==> src/rtl/mult_pkg.sv <==
// mult_pkg: shared types and helpers for the digit-serial multiplier.
//   state_e  - FSM states of the sequencer (IDLE, RUN, DONE)
//   digits_f - number of 2-bit digits in an operand of the given width
package mult_pkg;

  typedef enum logic [1:0] {
    IDLE = 2'd0,
    RUN  = 2'd1,
    DONE = 2'd2
  } state_e;

  function automatic int digits_f(input int width);
    return width / 2;
  endfunction

endpackage

==> src/rtl/mul2x2_core.sv <==
// mul2x2_core: combinational 2-bit x 2-bit -> 4-bit unsigned multiplier,
// written as an AND/XOR gate network (two half adders on the middle columns).
//   a, b - 2-bit unsigned operands
//   p    - 4-bit unsigned product
module mul2x2_core (
  input  logic [1:0] a,
  input  logic [1:0] b,
  output logic [3:0] p
);

  logic t01, t10, t11, c1;

  assign t01  = a[0] & b[1];
  assign t10  = a[1] & b[0];
  assign t11  = a[1] & b[1];
  assign c1   = t01 & t10;      // carry out of column 1

  assign p[0] = a[0] & b[0];
  assign p[1] = t01 ^ t10;
  assign p[2] = t11 ^ c1;
  assign p[3] = t11 & c1;

endmodule

==> src/rtl/digit_serial_mult.sv <==
// digit_serial_mult: WIDTH x WIDTH unsigned multiplier that walks every
// 2-bit digit pair of the operands through a single 2x2 core, one pair per
// clock, accumulating shifted partial products into a 2*WIDTH register.
//   clk, rst_n           - clock, async active-low reset
//   in_valid/in_ready, a, b       - operand handshake (accepted only in IDLE)
//   abort                - cancels the operation in flight, result dropped
//   out_valid/out_ready, product  - result handshake; product held until taken
// Latency from accept edge to out_valid: DIGITS*DIGITS edges.
module digit_serial_mult
  import mult_pkg::*;
#(
  parameter int WIDTH = 8
) (
  input  logic               clk,
  input  logic               rst_n,
  input  logic               in_valid,
  output logic               in_ready,
  input  logic [WIDTH-1:0]   a,
  input  logic [WIDTH-1:0]   b,
  input  logic               abort,
  output logic               out_valid,
  input  logic               out_ready,
  output logic [2*WIDTH-1:0] product
);

  localparam int DIGITS = digits_f(WIDTH);
  localparam int CW     = $clog2(DIGITS);

  if ((WIDTH % 2) != 0 || WIDTH < 4) begin : g_bad_width
    $error("digit_serial_mult: WIDTH must be even and >= 4");
  end

  state_e             state_q, state_d;
  logic [WIDTH-1:0]   a_q, a_d, b_q, b_d;
  logic [2*WIDTH-1:0] acc_q, acc_d, prod_q, prod_d;
  logic [CW-1:0]      i_q, i_d, j_q, j_d;

  logic [1:0]         a_dig, b_dig;
  logic [3:0]         pp;
  logic [2*WIDTH-1:0] pp_ext, acc_sum;
  logic [CW+1:0]      sh;
  logic               last_i, last_j;

  assign a_dig = a_q[2*i_q +: 2];
  assign b_dig = b_q[2*j_q +: 2];

  mul2x2_core u_core (
    .a (a_dig),
    .b (b_dig),
    .p (pp)
  );

  // Digit weight is 4^(i+j), i.e. a left shift of 2*(i+j).
  assign sh      = {1'b0, i_q, 1'b0} + {1'b0, j_q, 1'b0};
  assign pp_ext  = {{(2*WIDTH-4){1'b0}}, pp};
  assign acc_sum = acc_q + (pp_ext << sh);
  assign last_i  = (i_q == CW'(DIGITS-1));
  assign last_j  = (j_q == CW'(DIGITS-1));

  assign in_ready  = (state_q == IDLE);
  assign out_valid = (state_q == DONE);
  assign product   = prod_q;

  always_comb begin
    state_d = state_q;
    a_d     = a_q;
    b_d     = b_q;
    acc_d   = acc_q;
    i_d     = i_q;
    j_d     = j_q;
    prod_d  = prod_q;
    case (state_q)
      IDLE: begin
        // abort blocks an accept in the same cycle
        if (in_valid && !abort) begin
          a_d     = a;
          b_d     = b;
          acc_d   = '0;
          i_d     = '0;
          j_d     = '0;
          state_d = RUN;
        end
      end
      RUN: begin
        if (abort) begin
          acc_d   = '0;
          i_d     = '0;
          j_d     = '0;
          state_d = IDLE;
        end else begin
          acc_d = acc_sum;
          if (last_j) begin
            j_d = '0;
            if (last_i) begin
              i_d     = '0;
              prod_d  = acc_sum;   // final pair folded in on the same edge
              state_d = DONE;
            end else begin
              i_d = i_q + 1'b1;
            end
          end else begin
            j_d = j_q + 1'b1;
          end
        end
      end
      DONE: begin
        if (abort) begin
          acc_d   = '0;
          state_d = IDLE;
        end else if (out_ready) begin
          state_d = IDLE;
        end
      end
      default: state_d = IDLE;
    endcase
  end

  always_ff @(posedge clk or negedge rst_n) begin
    if (!rst_n) begin
      state_q <= IDLE;
      a_q     <= '0;
      b_q     <= '0;
      acc_q   <= '0;
      i_q     <= '0;
      j_q     <= '0;
      prod_q  <= '0;
    end else begin
      state_q <= state_d;
      a_q     <= a_d;
      b_q     <= b_d;
      acc_q   <= acc_d;
      i_q     <= i_d;
      j_q     <= j_d;
      prod_q  <= prod_d;
    end
  end

endmodule

==> config.mk <==
export PLATFORM = sky130hd
export DESIGN_NAME = digit_serial_mult
export DESIGN_NICKNAME = d
export VERILOG_FILES = /design/src/rtl/mult_pkg.sv /design/src/rtl/mul2x2_core.sv /design/src/rtl/digit_serial_mult.sv
export SDC_FILE = /design/constraint.sdc
export NUM_CORES = 1
export LEC_CHECK = 0
export BUFFER_PORTS_ARGS = -buffer_cell sky130_fd_sc_hd__buf_2
export CORE_UTILIZATION = 50
export CTS_CLUSTER_DIAMETER = 60
export DETAILED_ROUTE_END_ITERATION = 8
export MAX_ROUTING_LAYER = met4
export PLACE_DENSITY = 0.76
export SLEW_MARGIN = 20
export SYNTH_ARGS = -nofsm -noshare
export SYNTH_HDL_FRONTEND = slang
export SYNTH_SLANG_ARGS = --single-unit
==> constraint.sdc <==
create_clock -name clk -period 3.8 [get_ports clk]
set_clock_uncertainty 0.2 [all_clocks]
set_input_delay 0.76 -clock clk [delete_from_list [all_inputs] [get_ports clk]]
set_output_delay 0.76 -clock clk [all_outputs]
set_load 0.01 [all_outputs]
======== Word-level counts from Yosys, hierarchy flattened ========
Index checks and enable logic that the tools add are counted.
operators by class
  $add $sub $neg .......................... 4
  equal/unequal tests ..................... 9
  shifts and indexed selects .............. 3
  mux-type cells .......................... 19
  bitwise logic cells ..................... 9
  reductions and logical operators ........ 11
operators by type and width
  operator                                                                 count
  16-bit 2-to-1 mux                                                        3
  16-bit case mux with 3 select lines                                      1
  2-bit 2-to-1 mux                                                         12
  16-bit adder                                                             1
  8-bit by 4-bit variable part select with 2-bit output                    2
  4-bit by 4-bit << shifter with 16-bit output                             1
  2-bit case mux with 2 select lines                                       2
  4-bit AND reduction                                                      2
  1-bit bitwise AND                                                        6
  2-bit == test, second input constant                                     3
  3-bit inequality test, second input constant                             2
  2-bit case mux with 3 select lines                                       1
  3-bit AND reduction                                                      2
  2-bit by 1-bit adder with 2-bit output, second input constant            2
  3-bit by 3-bit adder with 4-bit output                                   1
  2-bit AND reduction                                                      2
  3-bit by 2-bit inequality test with 1-bit output, second input constant  1
  3-bit nonzero test                                                       1
  2-bit by 1-bit == test with 1-bit output, second input constant          1
  2-bit zero test                                                          1
  2-bit by 1-bit inequality test with 1-bit output, second input constant  1
  2-bit inequality test, second input constant                             1
  2-bit nonzero test                                                       1
  1-bit XOR                                                                2
  other kinds (3)                                                          3
word-level totals
  register bits ........................... 54
  input bits .............................. 21
  output and inout port bits .............. 18
  logic and storage cells ................. 62

======== Longest topological paths before layout ========
Gate-level depths: netlist of run 1.
  word-level depth ........................ 8
  mapped depth ............................ 14

======== Cells and area by module ========
A second synthesis of run 1 with hierarchy kept.
second synthesis, totals
  cell total of the unflattened synthesis .. 312
  area, all modules ....................... 3235.6 sq um
modules (own cells, without submodules)
  module             instances  cells each  area each (sq um)  sequential area each (sq um)
  digit_serial_mult  1          306         3185.6             1351.3
  mul2x2_core        1          6           50.0               0.0

======== Worst setup path after synthesis of run 1 ========
No wires, ideal clock.
  kind .................................... reg-to-reg
  from .................................... register i_q[0]
  to ...................................... register prod_q[14], in the netlist product[14]
  setup time .............................. 124 ps
  data arrival time ....................... 3605 ps
  required time ........................... 3476 ps
  setup slack ............................. -129 ps
  stages on the path, launching flop included .. 14
  period minus slack after synthesis ...... 3929 ps
  cell sequence ........................... dfrtp_1 -> mux4_2 -> and2_1 -> ha_1 -> ha_1 -> and2b_1 -> a31oi_1 -> nor2_1 -> ha_1 -> nor2b_1 -> o2111ai_1 -> a211o_1 -> a32o_1 -> a211o_1
on the way
  longest elaborated chain between the ends .. 6
  elaborated cells on any way between the ends .. 14
  classes of those cells .................. 2 x add/sub; 1 x eq/ne; 2 x shift; 8 x bitwise; 1 x reduce/logical
ends and longest elaborated chain
  item                                                   RTL line                              text
  start, declared                                        digit_serial_mult.sv:36               logic [CW-1:0] i_q, i_d, j_q, j_d;
  start signal, assigned                                 digit_serial_mult.sv:132              i_q <= i_d;
  8-bit by 4-bit variable part select with 2-bit output  digit_serial_mult.sv:44               assign a_dig = a_q[2*i_q +: 2];
  1-bit bitwise AND (on tied branches)                   mul2x2_core.sv:13, mul2x2_core.sv:14
  1-bit bitwise AND                                      mul2x2_core.sv:16                     assign c1 = t01 & t10;
  1-bit XOR / 1-bit bitwise AND (equally long branches)  mul2x2_core.sv:20, mul2x2_core.sv:21
  4-bit by 4-bit << shifter with 16-bit output           digit_serial_mult.sv:56               assign acc_sum = acc_q + (pp_ext << sh);
  16-bit adder                                           digit_serial_mult.sv:56
  end signal, assigned                                   digit_serial_mult.sv:134              prod_q <= prod_d;
  end, declared                                          digit_serial_mult.sv:35               logic [2*WIDTH-1:0] acc_q, acc_d, prod_q, prod_d;
Several ways; a longest one is shown, not always the timed one.
A chain may end at the register's enable or synchronous reset.

======== Worst setup path in the final report of run 1 ========
  from .................................... register j_q[0]
  to ...................................... register acc_q[15]
on the way
  longest elaborated chain between the ends .. 8
  elaborated cells on any way between the ends .. 14
  classes of those cells .................. 2 x add/sub; 2 x shift; 2 x mux; 8 x bitwise
ends and longest elaborated chain
  item                                                   RTL line                              text
  start, declared                                        digit_serial_mult.sv:36
  start signal, assigned                                 digit_serial_mult.sv:133              j_q <= j_d;
  8-bit by 4-bit variable part select with 2-bit output  digit_serial_mult.sv:45               assign b_dig = b_q[2*j_q +: 2];
  1-bit bitwise AND (on tied branches)                   mul2x2_core.sv:13, mul2x2_core.sv:14
  1-bit bitwise AND                                      mul2x2_core.sv:16
  1-bit XOR / 1-bit bitwise AND (equally long branches)  mul2x2_core.sv:20, mul2x2_core.sv:21
  4-bit by 4-bit << shifter with 16-bit output (*)       digit_serial_mult.sv:56
  16-bit adder (*)                                       digit_serial_mult.sv:56
  16-bit 2-to-1 mux (*)                                  digit_serial_mult.sv:85               if (abort) begin
  16-bit case mux with 3 select lines (*)                digit_serial_mult.sv:72               case (state_q)
  end signal, assigned                                   digit_serial_mult.sv:123              acc_q <= '0;
  end signal, assigned                                   digit_serial_mult.sv:131              acc_q <= acc_d;
  end, declared                                          digit_serial_mult.sv:35
Mark *: on every way between the ends. The rest lies on a longest branch, timed or not.

==> impl_results.md, run 1 <==
* Status: finished clean
* CTS Root Cell: clkbuf_8
* Syn_nets at 367
* Seq/Total Area, Yosys at 41.2%
* Hpwl dp at 5500 um
* GRT Total Usage at 24.2%
* Slew headroom at 60.5%
* Cts hold-fix bufs at 0
* FFs w/ async S/R, synth at 100%
* Via-per-instance ratio at 5.83
* Number of diodes at 0
* Die height at 83.0 um
* Per-cell routed wire length at 16.2 um
* CP Class: reg -> reg
* Routed WL at 7400 um
* Min-delay worst type: in -> async
* CP Launch Point: j_q[0]
* Synth unique cells at 54
* Total die area at 0.00689 sq mm
* Initial antenna violation count at 0
* CTS Buffer Depth at 2
* Critical Path Fanout Max at 5
* RR Startpoint: j_q[0]
* Max-cap viol count at 0
* CTS tree: done
* Number of global-route vias before repair at 2729
* Port bufs at 38
* Clock sinks at 54
* Row count at 29
* Final total power at 1.48 mW
* CTS H-tree depth at 2
* Synthesis-to-layout area growth at 19.7%
* Syn avg cell area at 10.2 sq um
* Layout cells sized above 1 at 33.1%
* Worst Hold Slack at 0.187 ns
* Final core occ at 61.8%
* Maximum VDD drop at 0.255 mV
* Commonest non-fill, non-tap cell in the layout: dfrtp_1
* Pre-CTS setup slack at -0.00163 ns
* IO Pins at 39
* Synth Instances at 323
* First-pass GRT wire length at 13200 um
* Fillers at 520
* Synth warn at 0
* PwrDens at 377 mW/mm^2
* Grt total ovfl at 0
* Via count at 2669
* DRT Pass-1 Iters at 4
* Cell Area, Placed at 0.00367 sq mm
* Final min period at 3.71 ns
* Fin nets at 424
* Main flop type after synthesis: dfrtp_1
* Crit path launch type: register
* Peak Freq at 270 MHz
* PnR worst setup slack at 0.0911 ns
* CP arrival at 3.76 ns
* #FFs+latches synth at 54
* Post-synth EDFFs at 0
* Leak at 1.86 nW
* TritonCTS Buffers at 5
* Commonest cells after routing, fill and taps aside: dfrtp_1 (52), buf_2 (38), nand2_1 (37)
* Tcrit/Tclk final at 97.6%
* RSZ-0062 raised after global routing: true
* Reg2reg end: acc_q[15]
* Die W at 83.0 um
* Core Area at 0.00635 sq mm
* CP Capture Point: acc_q[15]
* Crit path required time at 3.85 ns
* Synthesized area at 0.00328 sq mm
* Final ANT Viol Nets at 0
* R2r setup slk at 0.09 ns
* Initial DRC count at 121
* GP Congestion at 0.878
* Worst Setup End Kind: register
* Fin area at 0.00393 sq mm
* Clock Latency Late Sink at 0.32 ns
* Post-route DRC at 0
* Pin count of the biggest net entering global routing at 34
* Slew Limit Fails at 0
* Worst reg-to-reg path cell count at 14
* Final hold violations at 0
* Clk slew on worst S/H paths at 0.11 ns
* Slew of the pin with the lowest slew margin at 0.591 ns
* Initial Util at 51.6%
* Setup violators final at 0
how the worst min path moves through the flow:
stage	from	end	slack [ns]	depth (start not counted)
after floorplan	rst_n	a_q[0]	0.26	0
after global placement	product[5]	product[5]	0.25	2
after detailed placement	product[0]	product[0]	0.26	2
after CTS	rst_n	acc_q[12]	0.21	1
after global routing	rst_n	product[3]	0.22	1
final	rst_n	product[3]	0.19	1
sequential cells by signal, summed over array words and instances, names as in the netlist:
| name | count |
|---|---|
| acc_q | 16 |
| j_q | 2 |
| a_q | 8 |
| i_q | 2 |
| product | 16 |
| b_q | 8 |
| state_q | 2 |
per-stage QoR:
| step | std cells | setup TNS (ns) |
|---|---|---|
| 2_1_floorplan | 323 | 0 |
| 3_3_place_gp | 445 | 0 |
| 3_5_place_dp | 445 | -0.00163 |
| 4_1_cts | 455 | 0 |
| 5_1_grt | 458 | -0.285 |
| 6_report | 458 | 0 |
area by class of cell:
cell class                      count  area, sq um  share of cell area [%]
Timing Repair Buffer               62          374                    9.53
Clock buffer                        5         68.8                    1.75
Sequential cell                    54         1350                    34.5
Inverter                            9         33.8                   0.861
Clock inverter                      3         28.8                   0.733
Multi-Input combinational cell    248         1970                    50.2
Tap cell                           77         96.3                    2.45
report_power, final:
part	total [mW]	internal, mW	switching, mW
sequential	0.668	0.630	0.0379
combinational	0.460	0.235	0.225
clock	0.352	0.138	0.213
metal layers:
layer | part of all wire [%] | global-route usage [%] | vias up
li1 | - | - | 1297
met1 | 45 | 31.7 | 1296
met2 | 49 | 39.0 | 63
met3 | 3.7 | 3.98 | 13
met4 | 2.0 | 7.37 | 0
met5 | 0 | - | -
cells in the mapped netlist, types with 4 or more instances:
cell type  count  share of area (%)
a21o_1         9                2.1
a21oi_1       17                2.6
a22o_1         8                2.1
a31oi_1        4               0.76
a32o_1         4                1.2
clkbuf_1      10                1.1
dfrtp_1       54                 41
ha_1          21                8.0
inv_1          9                1.0
mux2_2        21                7.2
mux2i_1        4                1.2
mux4_2         4                2.7
nand2_1       37                4.2
nand2b_1       5               0.95
nand3_1        6               0.92
nand4_1        4               0.76
nor2_1        23                2.6
nor2b_1        4               0.76
o211ai_1       4               0.92
o21ai_0       17                2.6
o31ai_1        4               0.92
xnor2_1        5                1.3
xor2_1         4                1.1
cell families (layout without fill, tap and decap cells):
kind of cell	count (synthesis)	after routing	synth area share, %
buffers and inverters	21	79	2.67
adder cells (fa/ha/maj)	23	23	9.23
AO/OA/AOI/OAI	86	86	17.8
AND/OR/NAND/NOR	100	100	15.1
flip-flops	54	54	41.2
XOR/XNOR	9	9	2.40
multiplexers	30	30	11.6
worst max-delay path, cell delays in order, from the launching register on:
cell       delay [ns]
dfrtp_2          0.41
mux4_2           0.56
and2_4           0.17
ha_4             0.15
ha_4             0.22
and2b_1          0.18
a31oi_4          0.15
buf_4            0.15
nor2_1           0.05
ha_1             0.35
a21oi_2          0.19
o21ai_0          0.10
a21o_1           0.22
or4_4            0.43
o2111ai_2        0.09
what timing repair did:
| item | in CTS | in global routing |
|---|---|---|
| resized for setup | 5 | 21 |
| cloned | 0 | 0 |
| setup buffers | 2 | 3 |
| pin swaps | 3 | 10 |
| setup endpoints to repair | 3 | 16 |
Note: power is estimated with default switching activity, not from simulation.
==> run 2, diff against run 1 <==
==> constraint.sdc (replaced) <==
create_clock -name clk -period 3.1 [get_ports clk]
set_clock_uncertainty 0.2 [all_clocks]
set_input_delay 0.62 -clock clk [delete_from_list [all_inputs] [get_ports clk]]
set_output_delay 0.62 -clock clk [all_outputs]
set_load 0.01 [all_outputs]
==> impl_results.md, run 2 (synthesis gave the netlist of run 1 again) <==
* R2r setup slk at -0.65 ns
* CTS Buffer Depth at 2
* Commonest cells after routing, fill and taps aside: buf_4 (68), dfrtp_1 (52), buf_2 (38)
* Initial Util at 51.6%
* Row count at 29
* Core Area at 0.00635 sq mm
* Grt total ovfl at 0
* Crit path required time at 3.12 ns
* Maximum VDD drop at 0.295 mV
* Layout cells sized above 1 at 47.2%
* Status: finished with violations
* Commonest non-fill, non-tap cell in the layout: buf_4
* Fillers at 450
* Worst Setup End Kind: register
* PwrDens at 434 mW/mm^2
* Tcrit/Tclk final at 121%
* RR Startpoint: j_q[0]
* Clock sinks at 54
* Via count at 2943
* GP Congestion at 0.880
* Post-route DRC at 0
* Failing checks: setup timing
* Synthesis-to-layout area growth at 36.5%
* Crit path launch type: register
* Reg2reg end: acc_q[8]
* Final min period at 3.75 ns
* Final total power at 1.94 mW
* Setup violators final at 26
* Per-cell routed wire length at 17.5 um
* CP Class: reg -> reg
* Min-delay worst type: in -> async
* DRT Pass-1 Iters at 4
* First-pass GRT wire length at 14700 um
* TritonCTS Buffers at 5
* CTS tree: done
* Critical Path Fanout Max at 3
* Fin nets at 471
* Cts hold-fix bufs at 0
* CTS Root Cell: clkbuf_8
* Via-per-instance ratio at 5.83
* Number of diodes at 0
* GRT Total Usage at 27.6%
* IO Pins at 39
* Routed WL at 8860 um
* CTS H-tree depth at 2
* Die height at 83.0 um
* Clock Latency Late Sink at 0.33 ns
* CP arrival at 3.77 ns
* RSZ-0062 raised after global routing: true
* Clk slew on worst S/H paths at 0.11 ns
* Number of global-route vias before repair at 3098
* Slew of the pin with the lowest slew margin at 0.941 ns
* Port bufs at 38
* PnR worst setup slack at -0.649 ns
* Die W at 83.0 um
* Slew Limit Fails at 0
* Hpwl dp at 6090 um
* Peak Freq at 267 MHz
* Pin count of the biggest net entering global routing at 42
* Initial DRC count at 152
* Final hold violations at 0
* Worst reg-to-reg path cell count at 14
* Initial antenna violation count at 0
* Total die area at 0.00689 sq mm
* Max-cap viol count at 0
* Final core occ at 70.5%
* Final ANT Viol Nets at 0
* Slew headroom at 37.3%
* Leak at 2.13 nW
run 2: cell count changes in the layout (fill, tap and decap cells not counted), moves of 7 or more:
cell,before,now
nor2_1,23,16
a21oi_1,16,8
o21ai_0,15,8
nor2_2,0,7
buf_4,23,68
run 2: how the worst max path moves through the flow:
| stage | start | end | slack [ns] | cells past startpoint |
|---|---|---|---|---|
| 2_1_floorplan | i_q[0] | product[14] | -0.64 | 13 |
| 3_3_place_gp | i_q[0] | acc_q[8] | -0.56 | 12 |
| 3_5_place_dp | i_q[0] | acc_q[14] | -0.63 | 14 |
| 4_1_cts | j_q[0] | product[14] | -0.56 | 13 |
| 5_1_grt | j_q[0] | acc_q[8] | -0.75 | 14 |
| 6_report | j_q[0] | acc_q[8] | -0.65 | 14 |
run 2: cell type report:
class | instances | area (sq um) | area share, %
inverters | 9 | 33.8 | 0.755
repair buffers | 109 | 734 | 16.4
clock buffers | 5 | 68.8 | 1.54
multi-input cells | 248 | 2160 | 48.4
clock inverters | 3 | 25.0 | 0.559
flip-flops and latches | 54 | 1350 | 30.2
well taps | 77 | 96.3 | 2.15
run 2: report_power, final:
group	leakage, nW	switching [mW]	internal (mW)	total (mW)
clock	0.0447	0.262	0.164	0.426
combinational	1.37	0.333	0.363	0.696
sequential	0.712	0.0479	0.772	0.820
run 2: timing repair:
action | in CTS | in global routing
setup buffers | 6 | 3
gates resized for setup | 38 | 21
endpoints found under the setup margin | 27 | 28
pin swaps | 25 | 14
cloned | 0 | 0
run 2: critical path: stages, from the launching register on:
cell	delay [ns]
dfrtp_2	0.42
mux4_2	0.53
and2_4	0.18
ha_4	0.15
ha_4	0.21
and2b_1	0.17
a31oi_2	0.20
nor2_1	0.08
ha_1	0.31
nor2b_4	0.15
o2111ai_4	0.22
buf_4	0.16
a21oi_2	0.05
or3_1	0.33
a32o_1	0.27
run 2: metrics by stage:
stage | hold WS [ns] | instance area [sq um] | setup WS [ns] | std cells | setup TNS (ns)
finish | 0.230 | 4480 | -0.649 | 505 | -11.94
global route | 0.293 | 4480 | -0.751 | 505 | -15.27
CTS | 0.256 | 4380 | -0.562 | 503 | -9.73
detailed placement | 0.258 | 4050 | -0.627 | 490 | -11.35
global placement | 0.253 | 4050 | -0.561 | 490 | -9.80
floorplan | 0.124 | 3340 | -0.635 | 323 | -8.05
run 2: routing by layer:
layer  vias up  GRT usage, %  routed length (um)
li1       1387             -                   -
met1      1447          34.2                3940
met2        88          45.8                4340
met3        21          4.67                 373
met4         0          9.87                 202
met5         -             -                   0
==> run 3, diff against run 2 <==
--- a/config.mk
+++ b/config.mk
@@ -6,11 +6,13 @@
 export NUM_CORES = 1
 export LEC_CHECK = 0
 export BUFFER_PORTS_ARGS = -buffer_cell sky130_fd_sc_hd__buf_2
+export CAP_MARGIN = 10
 export CORE_UTILIZATION = 50
 export CTS_CLUSTER_DIAMETER = 60
 export DETAILED_ROUTE_END_ITERATION = 8
 export MAX_ROUTING_LAYER = met4
 export PLACE_DENSITY = 0.76
+export SETUP_SLACK_MARGIN = 0.4
 export SLEW_MARGIN = 20
 export SYNTH_ARGS = -nofsm -noshare
 export SYNTH_HDL_FRONTEND = slang
==> impl_results.md, run 3 (synthesis gave the netlist of run 1 again) <==
* Slew of the pin with the lowest slew margin at 0.942 ns
* Crit path launch type: register
* Bufs and invs on worst path at 7
* Final hold violations at 0
* Fin nets at 473
* Peak Freq at 268 MHz
* Synthesis-to-layout area growth at 34.0%
* R2r setup slk at -0.63 ns
* First-pass GRT wire length at 14200 um
* Worst reg-to-reg path cell count at 17
* Top delay family on crit path: multiplexers
* Row count at 29
* PnR worst setup slack at -0.629 ns
* Commonest non-fill, non-tap cell in the layout: buf_4
* Tcrit/Tclk final at 120%
* Post-route DRC at 0
* Cell Area, Placed at 0.00404 sq mm
* Initial antenna violation count at 0
* Setup TNS Final at -13.97 ns
* Max-cap viol count at 0
* Pin count of the biggest net entering global routing at 43
* Reg2reg end: product[2]
* Number of global-route vias before repair at 2960
* Crit path largest cell delay at 0.53 ns
* GP Congestion at 0.920
* Fin area at 0.00439 sq mm
* CP arrival at 3.74 ns
* RR Startpoint: j_q[0]
* Layout cells sized above 1 at 42.8%
* Most used cell along the critical path: buf_6
* Commonest cells after routing, fill and taps aside: buf_4 (66), dfrtp_1 (52), buf_2 (38)
* CP Class: reg -> reg
* Worst Setup End Kind: register
* Final min period at 3.73 ns
* CP max stage cell: mux4_2
* GRT Total Usage at 26.4%
* Slew Limit Fails at 0
* CTS H-tree depth at 2
* Clk slew on worst S/H paths at 0.11 ns
* Leak at 2.13 nW
* Maximum VDD drop at 0.358 mV
* Placed insts at 488
* Pre-CTS setup slack at -0.655 ns
* DRT Pass-1 Iters at 5
* Crit path required time at 3.11 ns
* Number of diodes at 0
* CTS Buffer Depth at 2
* TritonCTS Buffers at 5
* Initial Util at 51.6%
* Status: finished with violations
* Non-filler instance count after layout at 507
* Cells along the critical path: mux4_2, and2_4, ha_4, ha_4, and2b_1, a31oi_2, nor2_1, ha_1, buf_4, buf_6, buf_6, buf_6, buf_6, buf_6, buf_6, xnor2_2, mux2_4
* Grt total ovfl at 0
* Die height at 83.0 um
* Total die area at 0.00689 sq mm
* Hpwl dp at 6100 um
* CTS tree: done
* Via-per-instance ratio at 5.88
* Failing checks: setup timing
* Slew headroom at 37.2%
* Routed WL at 8850 um
* Critical Path Fanout Max at 4
* Clock Latency Late Sink at 0.32 ns
* RSZ-0062 raised after global routing: true
* CTS Root Cell: clkbuf_8
* Final core occ at 69.2%
* Port bufs at 38
* IO Pins at 39
* Initial DRC count at 171
* Cts hold-fix bufs at 0
* Final ANT Viol Nets at 0
* Per-cell routed wire length at 17.4 um
* PwrDens at 475 mW/mm^2
* Setup violators final at 28
* Clock sinks at 54
* Die W at 83.0 um
* Min-delay worst type: in -> async
* Core Area at 0.00635 sq mm
* Via count at 2979
==> run 3: cell count changes in the layout (fill, tap and decap cells not counted), moves of 3 or more <==
cell     delta
nor2_1      +5
nor2_2      -5
a21oi_1     +4
a21oi_2     -4
buf_6       +4
ha_4        -4
ha_1        +3
o21ai_0     +3
==> run 3: worst max path at each step <==
stage,start,end,slack [ns],depth (start not counted)
floorplan,i_q[0],product[14],-0.64,13
global placement,i_q[0],acc_q[8],-0.54,12
detailed placement,j_q[0],product[14],-0.65,13
CTS,j_q[0],product[14],-0.60,13
global route,j_q[0],acc_q[15],-0.78,13
finish,j_q[0],product[2],-0.63,17
==> run 3: stage by stage <==
stage / power, mW / hold slack (ns)
floorplan: 1.18 / 0.124
global placement: 1.39 / 0.253
detailed placement: 1.42 / 0.260
CTS: 1.99 / 0.263
global route: 2.19 / 0.310
finish: 2.09 / 0.242
==> run 3: cell type report <==
| type | instances | area [sq um] |
|---|---|---|
| Inverter | 9 | 33.8 |
| Fill cell | 460 | 1960 |
| Clock buffer | 5 | 68.8 |
| Clock inverter | 3 | 26.3 |
| Tap cell | 77 | 96.3 |
| Multi-Input combinational cell | 248 | 2050 |
| Timing Repair Buffer | 111 | 764 |
| Sequential cell | 54 | 1350 |
==> run 3: routing by layer <==
layer  track usage (%)  vias to the layer above  wire length, um
li1                  -                     1392                -
met1              33.9                     1471             3840
met2              43.4                       93             4420
met3              3.58                       23              334
met4              8.93                        0              248
met5                 -                        -                0
==> run 3: where the power goes <==
part           total [mW]  switching [mW]  internal (mW)
Sequential          0.823          0.0508          0.772
Combinational       0.842           0.366          0.476
Clock               0.423           0.256          0.167
==> run 3: what timing repair did <==
action | 4_1_cts | 5_1_grt
endpoints found under the setup margin | 30 | 30
pin swaps | 16 | 13
gates resized for setup | 19 | 19
buffers inserted | 9 | 2
